### src/rtl/ctrl_del_fsm.sv
// rtl/ctrl_del_fsm.sv - DEL sub-controller: key lookup then entry invalidate
module ctrl_del_fsm #(
  parameter int KEY_WIDTH   = 64,
  parameter int NUM_ENTRIES = 16,
  parameter int IDX_WIDTH   = $clog2(NUM_ENTRIES),
  parameter int TIMEOUT     = 16
) (
  input  logic                 clk_i,
  input  logic                 rst_ni,
  input  logic                 start_i,
  input  logic [KEY_WIDTH-1:0] key_i,
  input  logic                 abort_i,
  output logic                 busy_o,
  output logic [1:0]           status_o,
  output logic [1:0]           err_code_o,
  output logic                 lookup_req_o,
  output logic [KEY_WIDTH-1:0] lookup_key_o,
  input  logic                 lookup_ack_i,
  input  logic                 lookup_hit_i,
  input  logic [IDX_WIDTH-1:0] lookup_idx_i,
  output logic                 del_req_o,
  output logic [IDX_WIDTH-1:0] del_idx_o,
  input  logic                 del_ack_i
);

  typedef enum logic [2:0] {
    DEL_ST_START,
    DEL_ST_CHECK_EXISTS,
    ST_DEL_DELETE,
    ST_DEL_DONE,
    ST_DEL_ERROR
  } del_substate_e;

  // status_o packs {done, error}
  typedef struct packed {
    logic done;
    logic error;
  } sub_cmd_t;

  localparam logic [1:0] ERR_MISS    = 2'b01;
  localparam logic [1:0] ERR_TIMEOUT = 2'b10;
  localparam logic [1:0] ERR_ABORT   = 2'b11;

  // Counter wide enough to hold TIMEOUT; a disabled timeout still needs one bit
  localparam int CW    = (TIMEOUT > 0) ? $clog2(TIMEOUT + 1) : 1;
  localparam int TLAST = (TIMEOUT > 0) ? TIMEOUT - 1 : 0;
  localparam logic [CW-1:0] CNT_LAST = CW'(TLAST);
  localparam logic [CW-1:0] CNT_MAX  = {CW{1'b1}};

  del_substate_e          state_q;
  logic [CW-1:0]          cnt_q;
  logic [KEY_WIDTH-1:0]   key_q;
  logic [IDX_WIDTH-1:0]   idx_q;
  logic [1:0]             err_q;
  logic                   timeout_hit;
  sub_cmd_t               status;

  assign timeout_hit = (TIMEOUT != 0) && (cnt_q == CNT_LAST);

  // Sequencer: lookup, invalidate on hit, one-cycle done/error report
  always_ff @(posedge clk_i or negedge rst_ni) begin
    if (!rst_ni) begin
      state_q <= DEL_ST_START;
      cnt_q   <= '0;
      key_q   <= '0;
      idx_q   <= '0;
      err_q   <= 2'b00;
    end else begin
      case (state_q)
        DEL_ST_START: begin
          if (start_i) begin
            key_q   <= key_i;
            cnt_q   <= '0;
            state_q <= DEL_ST_CHECK_EXISTS;
          end
        end
        DEL_ST_CHECK_EXISTS: begin
          if (abort_i) begin
            err_q   <= ERR_ABORT;
            state_q <= ST_DEL_ERROR;
          end else if (lookup_ack_i && lookup_hit_i) begin
            idx_q   <= lookup_idx_i;
            cnt_q   <= '0;
            state_q <= ST_DEL_DELETE;
          end else if (lookup_ack_i) begin
            err_q   <= ERR_MISS;
            state_q <= ST_DEL_ERROR;
          end else if (timeout_hit) begin
            err_q   <= ERR_TIMEOUT;
            state_q <= ST_DEL_ERROR;
          end else if (cnt_q != CNT_MAX) begin
            cnt_q <= cnt_q + 1'b1;
          end
        end
        ST_DEL_DELETE: begin
          // The entry is already gone once acked, so the ack wins over abort
          if (del_ack_i) begin
            state_q <= ST_DEL_DONE;
          end else if (abort_i) begin
            err_q   <= ERR_ABORT;
            state_q <= ST_DEL_ERROR;
          end else if (timeout_hit) begin
            err_q   <= ERR_TIMEOUT;
            state_q <= ST_DEL_ERROR;
          end else if (cnt_q != CNT_MAX) begin
            cnt_q <= cnt_q + 1'b1;
          end
        end
        ST_DEL_DONE: begin
          state_q <= DEL_ST_START;
        end
        ST_DEL_ERROR: begin
          err_q   <= 2'b00;
          state_q <= DEL_ST_START;
        end
        default: begin
          state_q <= DEL_ST_START;
        end
      endcase
    end
  end

  // Moore decode of the registered state
  always_comb begin
    status       = '0;
    status.done  = (state_q == ST_DEL_DONE);
    status.error = (state_q == ST_DEL_ERROR);
  end

  assign busy_o       = (state_q != DEL_ST_START);
  assign status_o     = status;
  assign err_code_o   = err_q;
  assign lookup_req_o = (state_q == DEL_ST_CHECK_EXISTS);
  assign lookup_key_o = key_q;
  assign del_req_o    = (state_q == ST_DEL_DELETE);
  assign del_idx_o    = idx_q;

endmodule

### config.mk
export PLATFORM = sky130hd
export DESIGN_NAME = ctrl_del_fsm
export DESIGN_NICKNAME = d
export VERILOG_FILES = /design/src/rtl/ctrl_del_fsm.sv
export SDC_FILE = /design/constraint.sdc
export NUM_CORES = 1
export LEC_CHECK = 0
export ABC_AREA = 1
export BUFFER_PORTS_ARGS = -buffer_cell sky130_fd_sc_hd__buf_4
export CORE_MARGIN = 2
export CORE_UTILIZATION = 46
export CTS_CLUSTER_SIZE = 8
export DETAILED_ROUTE_END_ITERATION = 6
export HOLD_SLACK_MARGIN = 0.15
export PLACE_DENSITY = 0.76
export SYNTH_ARGS = -nofsm -noshare
export SYNTH_HDL_FRONTEND = slang
export SYNTH_SLANG_ARGS = --single-unit
### constraint.sdc
create_clock -name clk_i -period 1.79 [get_ports clk_i]
set_clock_uncertainty 0.2 [all_clocks]
set_input_delay 0.4475 -clock clk_i [delete_from_list [all_inputs] [get_ports clk_i]]
set_output_delay 0.4475 -clock clk_i [all_outputs]
set_load 0.03 [all_outputs]
-- Word-level counts from Yosys, hierarchy flattened
Cells that the tools add are included.
- word-level logic and storage cells: 52
- bits of input ports: 75
- bits in registers: 78
- eq/ne operators: 12
- add/sub/neg operators: 1
- reductions and logical operators: 9
- bitwise gates (word level): 1
- muxes and demuxes: 24
- operators by type and width (operator ; count):
    2-to-1 mux 5 bit ; 8
    2-to-1 mux 3 bit ; 7
    one-hot mux 5 bit (3 select lines) ; 1
    2-to-1 mux 2 bit ; 6
    one-hot mux 3 bit (3 select lines) ; 1
    nonzero test 3 bit ; 3
    inequality test 2 bit, second input constant ; 4
    == test 3 x 2 -> 1 bit, second input constant ; 2
    one-hot mux 2 bit (3 select lines) ; 1
    AND reduction 3 bit ; 2
    AND reduction 6 bit ; 1
    adder 5 x 1 -> 5 bit, second input constant ; 1
    == test 5 x 4 -> 1 bit, second input constant ; 1
    inequality test 5 bit, second input constant ; 1
    == test 3 x 1 -> 1 bit, second input constant ; 1
    == test 3 bit, second input constant ; 1
    zero test 3 bit ; 1
    inequality test 3 x 2 -> 1 bit, second input constant ; 1
    inequality test 3 bit, second input constant ; 1
    AND reduction 2 bit ; 1
    logical AND 1 bit ; 1
    NOT 1 bit ; 1

-- Logic depth before layout (Yosys ltp)
Gate-level depths: netlist of run 1.
- word-level depth: 7
- mapped depth: 10
- depth with buffers taken out: 10

-- Worst setup path after synthesis of run 1
Ideal clock, no wire load.
- path kind: reg-to-reg
- from: register state_q[1]
- to: register cnt_q[0]
- setup time: 113 ps
- data required time: 1477 ps
- arrival time: 1478 ps
- stages on the path, launching flop included: 11
- path slack: -1 ps
- cells stage by stage: dfrtp_1 > inv_1 > nand2_1 > nor2_1 > nand2_1 > nand2_1 > inv_1 > nand3_1 > nand2_1 > nand2_1 > inv_1
- longest elaborated chain between the ends: 3
- elaborated cells between the ends (all ways): 11
- classes of those cells: 7 x eq/ne; 1 x mux; 3 x reduce/logical
- ends and longest elaborated chain (what ; RTL line ; text):
    from (decl) ; 50 ; del_substate_e state_q;
    from (signal assigned) ; 63 ; state_q <= DEL_ST_START;
    from (signal assigned) ; 74 ; state_q <= DEL_ST_CHECK_EXISTS;
    from (signal assigned) ; 80 ; state_q <= ST_DEL_ERROR;
    == test 3 x 1 -> 1 bit (*) ; - ;
    via lookup_req_o ; 16 ; output logic lookup_req_o,
    inequality test 3 x 2 -> 1 bit (no line), or another cell as far along ; - ;
    AND reduction 6 bit (no line) ; - ;
    to (signal assigned) ; 92 ; cnt_q <= cnt_q + 1'b1;
    to (signal assigned) ; 106 ; cnt_q <= cnt_q + 1'b1;
    to (decl) ; 51 ; logic [CW-1:0] cnt_q;
The timed path passes the listed nets; every way through them passes the cells marked *.
A chain may end at the register's enable or synchronous reset.

-- Final worst setup path of run 1
- from: register state_q[0]
- to: output port status_o[1]
- longest elaborated chain between the ends: 1
- ends and longest elaborated chain (what ; RTL line ; text):
    == test 3 x 2 -> 1 bit ; 126 ; status.done = (state_q == ST_DEL_DONE);
    to (decl) ; 14 ; output logic [1:0] status_o,
No other way between the ends.

==> summary.txt, run 1 <==
Synth
  – FF+latch count, synth: 78
  – Fraction of the yosys area taken by sequential cells: 60.1%
  – Post-synthesis area per instance: 8.18 um^2
  – Cell type with the highest aggregate area in the netlist: sky130_fd_sc_hd__dfrtp_1
  – Most repeated cell in the gate-level netlist after synthesis: sky130_fd_sc_hd__nand2_1
  – Combined area of all synthesized cells: 3250 um^2
  – Dominant cells by area after synthesis: sky130_fd_sc_hd__dfrtp_1 (60%), sky130_fd_sc_hd__nand2_1 (27%), sky130_fd_sc_hd__inv_1 (2.4%)
  – Mapped Nets: 473
  – Number of enable-type register cells in the synthesized netlist: 0
  – Synth Flop Type: sky130_fd_sc_hd__dfrtp_1
  – Fraction of registers with async set or reset after synthesis: 100%
  – Synthesized instance count: 397
  – Cell types with the highest counts after synthesis: sky130_fd_sc_hd__nand2_1 (236), sky130_fd_sc_hd__dfrtp_1 (78), sky130_fd_sc_hd__inv_1 (21), sky130_fd_sc_hd__nand3_1 (15), sky130_fd_sc_hd__nor2_1 (12)
  – Count of synthesis-stage warnings from yosys: 0
  – Unique masters post-synth: 20
  – Share of the synthesized area in the top cell type: 60.1%

Routing
  – Detailed Route WL: 10.2 mm
  – DR iter-0 viols: 188
  – Vias: 3407
  – Via density: 4.68
  – Antenna Violating Nets Remaining: 0
  – Number of optimization iterations in the first detailed-route pass: 5
  – DRC viols: 0
  – Routed length per instance: 14.0 um

Worst setup path
  – Critical path endpoint category: primary output
  – Worst-path cell with the longest stage delay: sky130_fd_sc_hd__dfrtp_2
  – Crit Path Class: reg2out
  – Stage delay of the slowest cell on the critical path: 0.42 ns
  – Ordered list of cells on the worst path: inv_2, nor3_4, buf_6
  – Maximum fanout count along the critical path: 4
  – Worst path arrival time: 1.20 ns
  – Category of the worst setup path launch point: flop
  – Required time at the worst-slack endpoint: 1.14 ns

Run
  – Maxcap violations: 0

Timing
  – Final number of hold-violating endpoints: 0
  – Minimum period implied by the final worst setup slack: 1.85 ns
  – Final Cycle Share: 103%
  – Minimum setup slack in the final design: -0.0605 ns
  – Slew at the pin closest to its max-slew limit: 0.411 ns
  – Final setup fails: 5
  – RSZ-0062 raised after global routing: true
  – Number of pins exceeding their max-slew limit in the final report: 0
  – Highest achievable clock rate: 540 MHz
  – Tightest slew margin relative to the limit: 72.6%

Finish
  – # diodes: 0
  – Fraction of final layout cells with drive strength greater than 1: 31.5%
  – Final core area utilization: 81.2%
  – Layout overhead on the synthesized area: 70.8%
  – NumNets Final: 703
  – Fill cell total of the finished layout: 442

Placed design
  – Detailed Place HPWL: 6.09 mm
  – Port Buffers: 149
  – Placer Congestion: 0.874

Min path
  – Worst min-delay path class: in2reg

Power and ir drop
  – Maximum vdd ir drop: 0.957 mV
  – Areal power density over the cells: 1740 nW/um^2
  – Total power: 9.63 mW
  – Pleak: 3.08 nW

Clock network
  – Clock insertion delay at the later pin of the skew report: 0.34 ns
  – Total CTS buffers: 9
  – CTS Buffer Depth: 2
  – Post-CTS clock slew at the launch and capture registers of the worst setup and hold paths: 0.08 ns
  – Level count of the clock H-tree: 3
  – Clock Sink Count: 78
  – Root Driver: sky130_fd_sc_hd__clkbuf_8
  – TritonCTS clock tree: done

Global routing
  – Final global-route overflow total: 0
  – Global-route usage over all layers: 26.6%
  – Number of global-route vias before repair: 3463
  – Maximum number of pins on one net before global-route repair: 79
  – Antenna violations before repair: 0
  – Global-route wire length before repair: 15.9 mm

Floorplanning
  – Die outline area: 7750 um^2
  – Core box area: 6830 um^2
  – Initial core utilization: 47.5%
  – Floorplan die width: 88.0 um
  – # rows: 30
  – Die height: 88.0 um
  – IO Count: 150

Outcome
  – Result of the run: finished with violations
  – Violated checks: negative setup slack
## cells in the final DEF (no fill, tap or decap), types with 2 or more instances in the layout
| master | netlist | layout |
|---|---|---|
| sky130_fd_sc_hd__nand2_4 | 0 | 2 |
| sky130_fd_sc_hd__buf_12 | 0 | 2 |
| sky130_fd_sc_hd__buf_4 | 7 | 156 |
| sky130_fd_sc_hd__o21ai_0 | 6 | 6 |
| sky130_fd_sc_hd__inv_2 | 1 | 3 |
| sky130_fd_sc_hd__nand3_1 | 15 | 14 |
| sky130_fd_sc_hd__a21oi_1 | 3 | 3 |
| sky130_fd_sc_hd__inv_4 | 0 | 2 |
| sky130_fd_sc_hd__clkbuf_8 | 0 | 11 |
| sky130_fd_sc_hd__buf_6 | 0 | 6 |
| sky130_fd_sc_hd__bufinv_16 | 0 | 2 |
| sky130_fd_sc_hd__dfrtp_1 | 78 | 75 |
| sky130_fd_sc_hd__nor3_1 | 3 | 2 |
| sky130_fd_sc_hd__nor2_1 | 12 | 10 |
| sky130_fd_sc_hd__dlygate4sd3_1 | 0 | 69 |
| sky130_fd_sc_hd__dfrtp_2 | 0 | 3 |
| sky130_fd_sc_hd__nand2_1 | 236 | 234 |
| sky130_fd_sc_hd__nor2_4 | 0 | 2 |
| sky130_fd_sc_hd__inv_1 | 21 | 17 |
## metal layers
| layer | track usage [%] | part of all wire (%) | wire [um] |
|---|---|---|---|
| met5 | 0 | 0 | 0 |
| met4 | 14.3 | 3.7 | 379 |
| met3 | 4.43 | 3.9 | 399 |
| met2 | 45.9 | 54 | 5470 |
| met1 | 32.0 | 39 | 3970 |
## flip-flops by register name, summed over array words and instances, names as in the netlist
signal,flops
lookup_key_o,64
cnt_q,5
del_idx_o,4
state_q,3
err_code_o,2
## worst max-delay path, delay by kind of cell (launching register included)
kind / cells / cell delay (ns)
buf+inv: 2 / 0.24
flops: 1 / 0.42
simple gates: 1 / 0.20
## worst paths after layout
kind                                         startpoint                      endpoint  slack, ns  depth (start not counted)
max in group asynchronous                        rst_ni  lookup_key_o[16]$_DFFE_PN0P_       0.59                          3
min reg2reg                lookup_key_o[42]$_DFFE_PN0P_  lookup_key_o[42]$_DFFE_PN0P_       0.28                          2
max reg2reg                      state_q[1]$_DFFE_PN0N_          cnt_q[1]$_DFFE_PN0P_       0.03                          9
min in group asynchronous                        rst_ni  lookup_key_o[49]$_DFFE_PN0P_       0.45                          3
min                                             abort_i        state_q[2]$_DFFE_PN0N_       0.25                          5
max                              state_q[0]$_DFFE_PN0N_                   status_o[1]      -0.06                          3
## area by class of cell
cell class                      count  area [um^2]  area share [%]
Timing Repair Buffer              233         1970            35.5
Multi-Input combinational cell    283         1180            21.3
Sequential cell                    78         1960            35.3
Tap cell                           96          120            2.17
Inverter                           22         87.6            1.58
Clock buffer                       11          151            2.73
Clock inverter                      5         81.3            1.47
## cell families after synthesis
kind of cell             Yosys count  share of synthesized area (%)
AND/OR/NAND/NOR                  271                           32.5
flip-flops                        78                           60.1
buffers and inverters             36                           5.20
AO/OA/AOI/OAI                     11                           1.81
adder cells (fa/ha/maj)            1                          0.385
## through the flow
stage                     worst slack [ns]  setup TNS (ns)  std cells  area (um^2)  hold WS (ns)
after floorplan                     0.0141               0        397         3250       -0.0481
after global placement               0.151               0        635         4490         0.263
after detailed placement            0.0855               0        635         4490         0.266
after CTS                           -0.102          -0.347        722         5470         0.238
after global routing                -0.105          -0.706        728         5550         0.275
final                              -0.0605          -0.253        728         5550         0.246
## what timing repair did
action	4_1_cts	5_1_grt
pin swaps	1	4
setup endpoints to repair	5	5
resized for setup	15	9
endpoints found under the hold margin	146	0
hold buffers	69	0
setup buffers	2	6
cloned	0	0
## where the power goes
part / switching [mW] / internal (mW) / total [mW]
sequential: 0.545 / 2.58 / 3.13
clock: 0.652 / 0.862 / 1.51
combinational: 3.15 / 1.84 / 4.99
total: 4.35 / 5.28 / 9.63
(Power assumes the default switching activity.)
==> run 2, diff against run 1 <==
ABC_AREA = unset   (was 1)
CORE_UTILIZATION = 47   (was 46)
PLACE_DENSITY = 0.77   (was 0.76)
TNS_END_PERCENT = 100   (was unset)
==> run 2 against run 1 <==
Sequential power grew 4%. Routed wire length grew 9.7%. Cell area grew 9.5%. Non-clock buffer count grew 20. Maximum frequency shrank 5.4%. The flow still finishes with violations (negative setup slack). Critical path type unchanged. Area after synthesis grew 3.8%. Global-route usage shrank 2.6 points. Core utilization grew 7.2 points. Critical path depth grew 1.
==> summary.txt, run 2 <==
Outcome
  – Result of the run: finished with violations (unchanged)
  – Violated checks: negative setup slack (unchanged)

Timing
  – Worst hold slack: 0.285 ns (was 0.246 ns)
  – Minimum setup slack in the final design: -0.166 ns (was -0.0605 ns)
  – Final setup fails: 74 (was 5)
  – Number of pins exceeding their max-slew limit in the final report: 0 (unchanged)
  – RSZ-0062 raised after global routing: true (unchanged)
  – Final Cycle Share: 109% (was 103%)
  – Tightest slew margin relative to the limit: 76.0% (was 72.6%)
  – Final number of hold-violating endpoints: 0 (unchanged)
  – Highest achievable clock rate: 511 MHz (was 540 MHz)
  – Slew at the pin closest to its max-slew limit: 0.360 ns (was 0.411 ns)
  – Minimum period implied by the final worst setup slack: 1.96 ns (was 1.85 ns)

Power and ir drop
  – Power share of the clock group: 12.7% (was 15.7%)
  – Maximum vdd ir drop: 1.04 mV (was 0.957 mV)
  – Combinational share of power: 59.3% (was 51.8%)
  – Pleak: 2.95 nW (was 3.08 nW)
  – Areal power density over the cells: 1900 nW/um^2 (was 1740 nW/um^2)
  – Internal: 6.84 mW (was 5.28 mW)
  – Total power: 11.6 mW (was 9.63 mW)
  – Switching power share of the total: 40.9% (was 45.2%)
  – Power share of the sequential group: 28.0% (was 32.5%)
  – Switching power: 4.73 mW (was 4.35 mW)

Worst setup path
  – Number of cells on the critical path: 4 (was 3)
  – FF-to-FF setup slack: -0.11 ns (was 0.03 ns)
  – Worst-path cell with the longest stage delay: sky130_fd_sc_hd__dfrtp_1 (was sky130_fd_sc_hd__dfrtp_2)
  – Depth of the worst register-to-register path: 5 (was 9)
  – Maximum fanout count along the critical path: 7 (was 4)
  – Worst path arrival time: 1.31 ns (was 1.20 ns)
  – Most prevalent standard cell on the critical path: sky130_fd_sc_hd__buf_6
  – Category of the worst setup path launch point: flop (unchanged)
  – Critical path endpoint category: primary output (unchanged)
  – Crit Path Class: reg2out (unchanged)
  – Stage delay of the slowest cell on the critical path: 0.42 ns (about the same)
  – Buffers & Inverters on Critical Path: 2 (unchanged)
  – Ordered list of cells on the worst path: buf_6, nand2b_4, nor2_4, buf_6 (was inv_2, nor3_4, buf_6)
  – Required time at the worst-slack endpoint: 1.14 ns (about the same)
  – Cell type group with the largest total delay on the critical path: flip-flops (unchanged)

Global routing
  – Final global-route overflow total: 0 (unchanged)
  – Global-route usage over all layers: 24.0% (was 26.6%)
  – Global-route wire length before repair: 14.2 mm (was 15.9 mm)
  – Maximum number of pins on one net before global-route repair: 67 (was 79)
  – Antenna violations before repair: 0 (unchanged)
  – Number of global-route vias before repair: 2880 (was 3463)

Placed design
  – Port Buffers: 149 (unchanged)
  – Placed Instances: 473 (was 635)
  – Detailed Place HPWL: 5.48 mm (was 6.09 mm)
  – Placer Congestion: 0.913 (was 0.874)
  – Instance area at placement: 4720 um^2 (was 4490 um^2)

Synth
  – Share of the synthesized area in the top cell type: 57.9% (was 60.1%)
  – Mapped Nets: 295 (was 473)
  – Proportion of synthesized area in mux cells: 28.5% (was 0%)
  – Dominant cells by area after synthesis: sky130_fd_sc_hd__dfrtp_1 (58%), sky130_fd_sc_hd__mux2_4 (22%), sky130_fd_sc_hd__mux2_2 (6.3%) (was sky130_fd_sc_hd__dfrtp_1 (60%), sky130_fd_sc_hd__nand2_1 (27%), sky130_fd_sc_hd__inv_1 (2.4%))
  – Cell types with the highest counts after synthesis: sky130_fd_sc_hd__dfrtp_1 (78), sky130_fd_sc_hd__mux2_4 (49), sky130_fd_sc_hd__mux2_2 (19), sky130_fd_sc_hd__nor2_1 (10), sky130_fd_sc_hd__o21ai_0 (7) (was sky130_fd_sc_hd__nand2_1 (236), sky130_fd_sc_hd__dfrtp_1 (78), sky130_fd_sc_hd__inv_1 (21), sky130_fd_sc_hd__nand3_1 (15), sky130_fd_sc_hd__nor2_1 (12))
  – Combinational family with the most area after synthesis: multiplexers (was simple AND/OR/NAND/NOR gates)
  – Fraction of registers with async set or reset after synthesis: 100% (unchanged)
  – Most repeated cell in the gate-level netlist after synthesis: sky130_fd_sc_hd__dfrtp_1 (was sky130_fd_sc_hd__nand2_1)
  – Synthesized-area fraction occupied by ao, oa, aoi and oai cells: 5.49% (was 1.81%)
  – Synth Flop Type: sky130_fd_sc_hd__dfrtp_1 (unchanged)
  – Post-Synth Simple-Gate Area: 4.75% (was 32.5%)
  – Cell type with the highest aggregate area in the netlist: sky130_fd_sc_hd__dfrtp_1 (unchanged)
  – FF+latch count, synth: 78 (unchanged)
  – Number of enable-type register cells in the synthesized netlist: 0 (unchanged)
  – Synthesized instance count: 219 (was 397)
  – Synth Area in Adders: 0.371% (was 0.385%)
  – Unique masters post-synth: 33 (was 20)
  – Fraction of the yosys area taken by sequential cells: 57.9% (was 60.1%)
  – Post-synthesis area per instance: 15.4 um^2 (was 8.18 um^2)
  – Count of synthesis-stage warnings from yosys: 0 (unchanged)
  – Xor and xnor area share after synthesis: 0% (unchanged)
  – Combined area of all synthesized cells: 3370 um^2 (was 3250 um^2)

Clock network
  – Root Driver: sky130_fd_sc_hd__clkbuf_8 (unchanged)
  – Clock Sink Count: 78 (unchanged)
  – Level count of the clock H-tree: 3 (unchanged)
  – Total CTS buffers: 9 (unchanged)
  – TritonCTS clock tree: done (unchanged)
  – Clock insertion delay at the later pin of the skew report: 0.34 ns (about the same)
  – CTS Buffer Depth: 2 (unchanged)
  – Post-CTS clock slew at the launch and capture registers of the worst setup and hold paths: 0.08 ns (about the same)

Min path
  – Worst min-delay path class: in2async (was in2reg)

Floorplanning
  – # rows: 30 (unchanged)
  – Core box area: 6870 um^2 (was 6830 um^2)
  – Floorplan die width: 88.7 um (was 88.0 um)
  – IO Count: 150 (unchanged)
  – Initial core utilization: 49.1% (was 47.5%)
  – Die height: 88.7 um (was 88.0 um)
  – Die outline area: 7870 um^2 (was 7750 um^2)

Finish
  – Layout overhead on the synthesized area: 80.1% (was 70.8%)
  – Non-Filler Instances: 577 (was 728)
  – Fill cell total of the finished layout: 298 (was 442)
  – Summed area of non-filler cells in the final layout: 6070 um^2 (was 5550 um^2)
  – NumNets Final: 552 (was 703)
  – Final core area utilization: 88.4% (was 81.2%)
  – Commonest cells after routing, fill and taps aside: sky130_fd_sc_hd__buf_4 (162), sky130_fd_sc_hd__dfrtp_1 (77), sky130_fd_sc_hd__dlygate4sd3_1 (69), sky130_fd_sc_hd__mux2_4 (64), sky130_fd_sc_hd__buf_6 (11) (was sky130_fd_sc_hd__nand2_1 (234), sky130_fd_sc_hd__buf_4 (156), sky130_fd_sc_hd__dfrtp_1 (75), sky130_fd_sc_hd__dlygate4sd3_1 (69), sky130_fd_sc_hd__inv_1 (17))
  – # diodes: 0 (unchanged)
  – Largest register FFs: 64 (unchanged)
  – Fraction of final layout cells with drive strength greater than 1: 60.3% (was 31.5%)
  – Most frequent standard cell in the layout excluding fill and tap cells: sky130_fd_sc_hd__buf_4 (was sky130_fd_sc_hd__nand2_1)

Routing
  – Number of optimization iterations in the first detailed-route pass: 4 (was 5)
  – DRC viols: 0 (unchanged)
  – Detailed Route WL: 11.2 mm (was 10.2 mm)
  – DR iter-0 viols: 69 (was 188)
  – Antenna Violating Nets Remaining: 0 (unchanged)
  – Via density: 4.95 (was 4.68)
  – Vias: 2859 (was 3407)
  – Routed length per instance: 19.4 um (was 14.0 um)

Run
  – Maxcap violations: 0 (unchanged)
-- run 2: cell types whose count changed in the layout (fill, tap and decap cells not counted), moves of 4 or more --
| cell | change |
|---|---|
| sky130_fd_sc_hd__buf_4 | +6 |
| sky130_fd_sc_hd__buf_6 | +5 |
| sky130_fd_sc_hd__mux2_2 | +4 |
| sky130_fd_sc_hd__mux2_4 | +64 |
| sky130_fd_sc_hd__nand3_1 | -12 |
| sky130_fd_sc_hd__nand2_1 | -230 |
| sky130_fd_sc_hd__clkbuf_16 | +6 |
| sky130_fd_sc_hd__inv_1 | -14 |
-- run 2: layout make-up --
| class | count | area, um^2 | area share, % |
|---|---|---|---|
| clock buffers | 10 | 128 | 2.10 |
| well taps | 96 | 120 | 1.98 |
| repair buffers | 253 | 2280 | 37.6 |
| inverters | 6 | 25.0 | 0.412 |
| flip-flops and latches | 78 | 1950 | 32.2 |
| clock inverters | 6 | 92.6 | 1.52 |
| multi-input cells | 128 | 1470 | 24.3 |
-- run 2: worst paths after layout --
kind                                              start                      endpoint
min in group clk_i                            del_ack_i        state_q[0]$_DFFE_PN0N_
setup reg to reg                 state_q[1]$_DFFE_PN0N_  lookup_key_o[39]$_DFFE_PN0P_
hold / removal                                   rst_ni  lookup_key_o[28]$_DFFE_PN0P_
setup / recovery                 state_q[1]$_DFFE_PN0N_                   status_o[0]
max in group asynchronous                        rst_ni        state_q[0]$_DFFE_PN0N_
hold reg to reg            lookup_key_o[32]$_DFFE_PN0P_  lookup_key_o[32]$_DFFE_PN0P_
-- run 2: what timing repair did --
item | 4_1_cts | 5_1_grt
resized for setup | 26 | 23
hold endpoints to repair | 146 | 0
hold buffers | 69 | 0
pin swaps | 4 | 12
cloned | 0 | 9
buffers inserted | 4 | 8
endpoints found under the setup margin | 7 | 75
-- run 2: kinds of logic after synthesis --
logic type / after synthesis
buf+inv: 14
compound gates: 25
simple gates: 32
fa+ha+maj: 1
flops: 78
mux: 69
-- run 2: power by group through the flow --
stage	Clock (mW)	Sequential, mW	Combinational (mW)
final	1.47	3.24	6.85
after global routing	1.58	3.33	7.14
after detailed placement	0	3.14	5.72
after floorplan	0	4.73	2.10
after CTS	1.48	3.15	6.07
after global placement	0	3.12	5.65
-- run 2: metal layers --
layer / part of all wire [%] / global-route usage, %
met3: 6.9 / 5.69
met2: 53 / 41.3
met5: 0 / 0
met1: 39 / 30.2
met4: 1.4 / 7.16
-- run 2: metrics by stage --
stage / worst slack (ns) / setup TNS [ns]
final: -0.166 / -5.24
after global placement: -0.0844 / -0.534
after floorplan: 0.0141 / 0
after global routing: -0.229 / -9.28
after CTS: -0.179 / -0.641
after detailed placement: -0.125 / -0.811
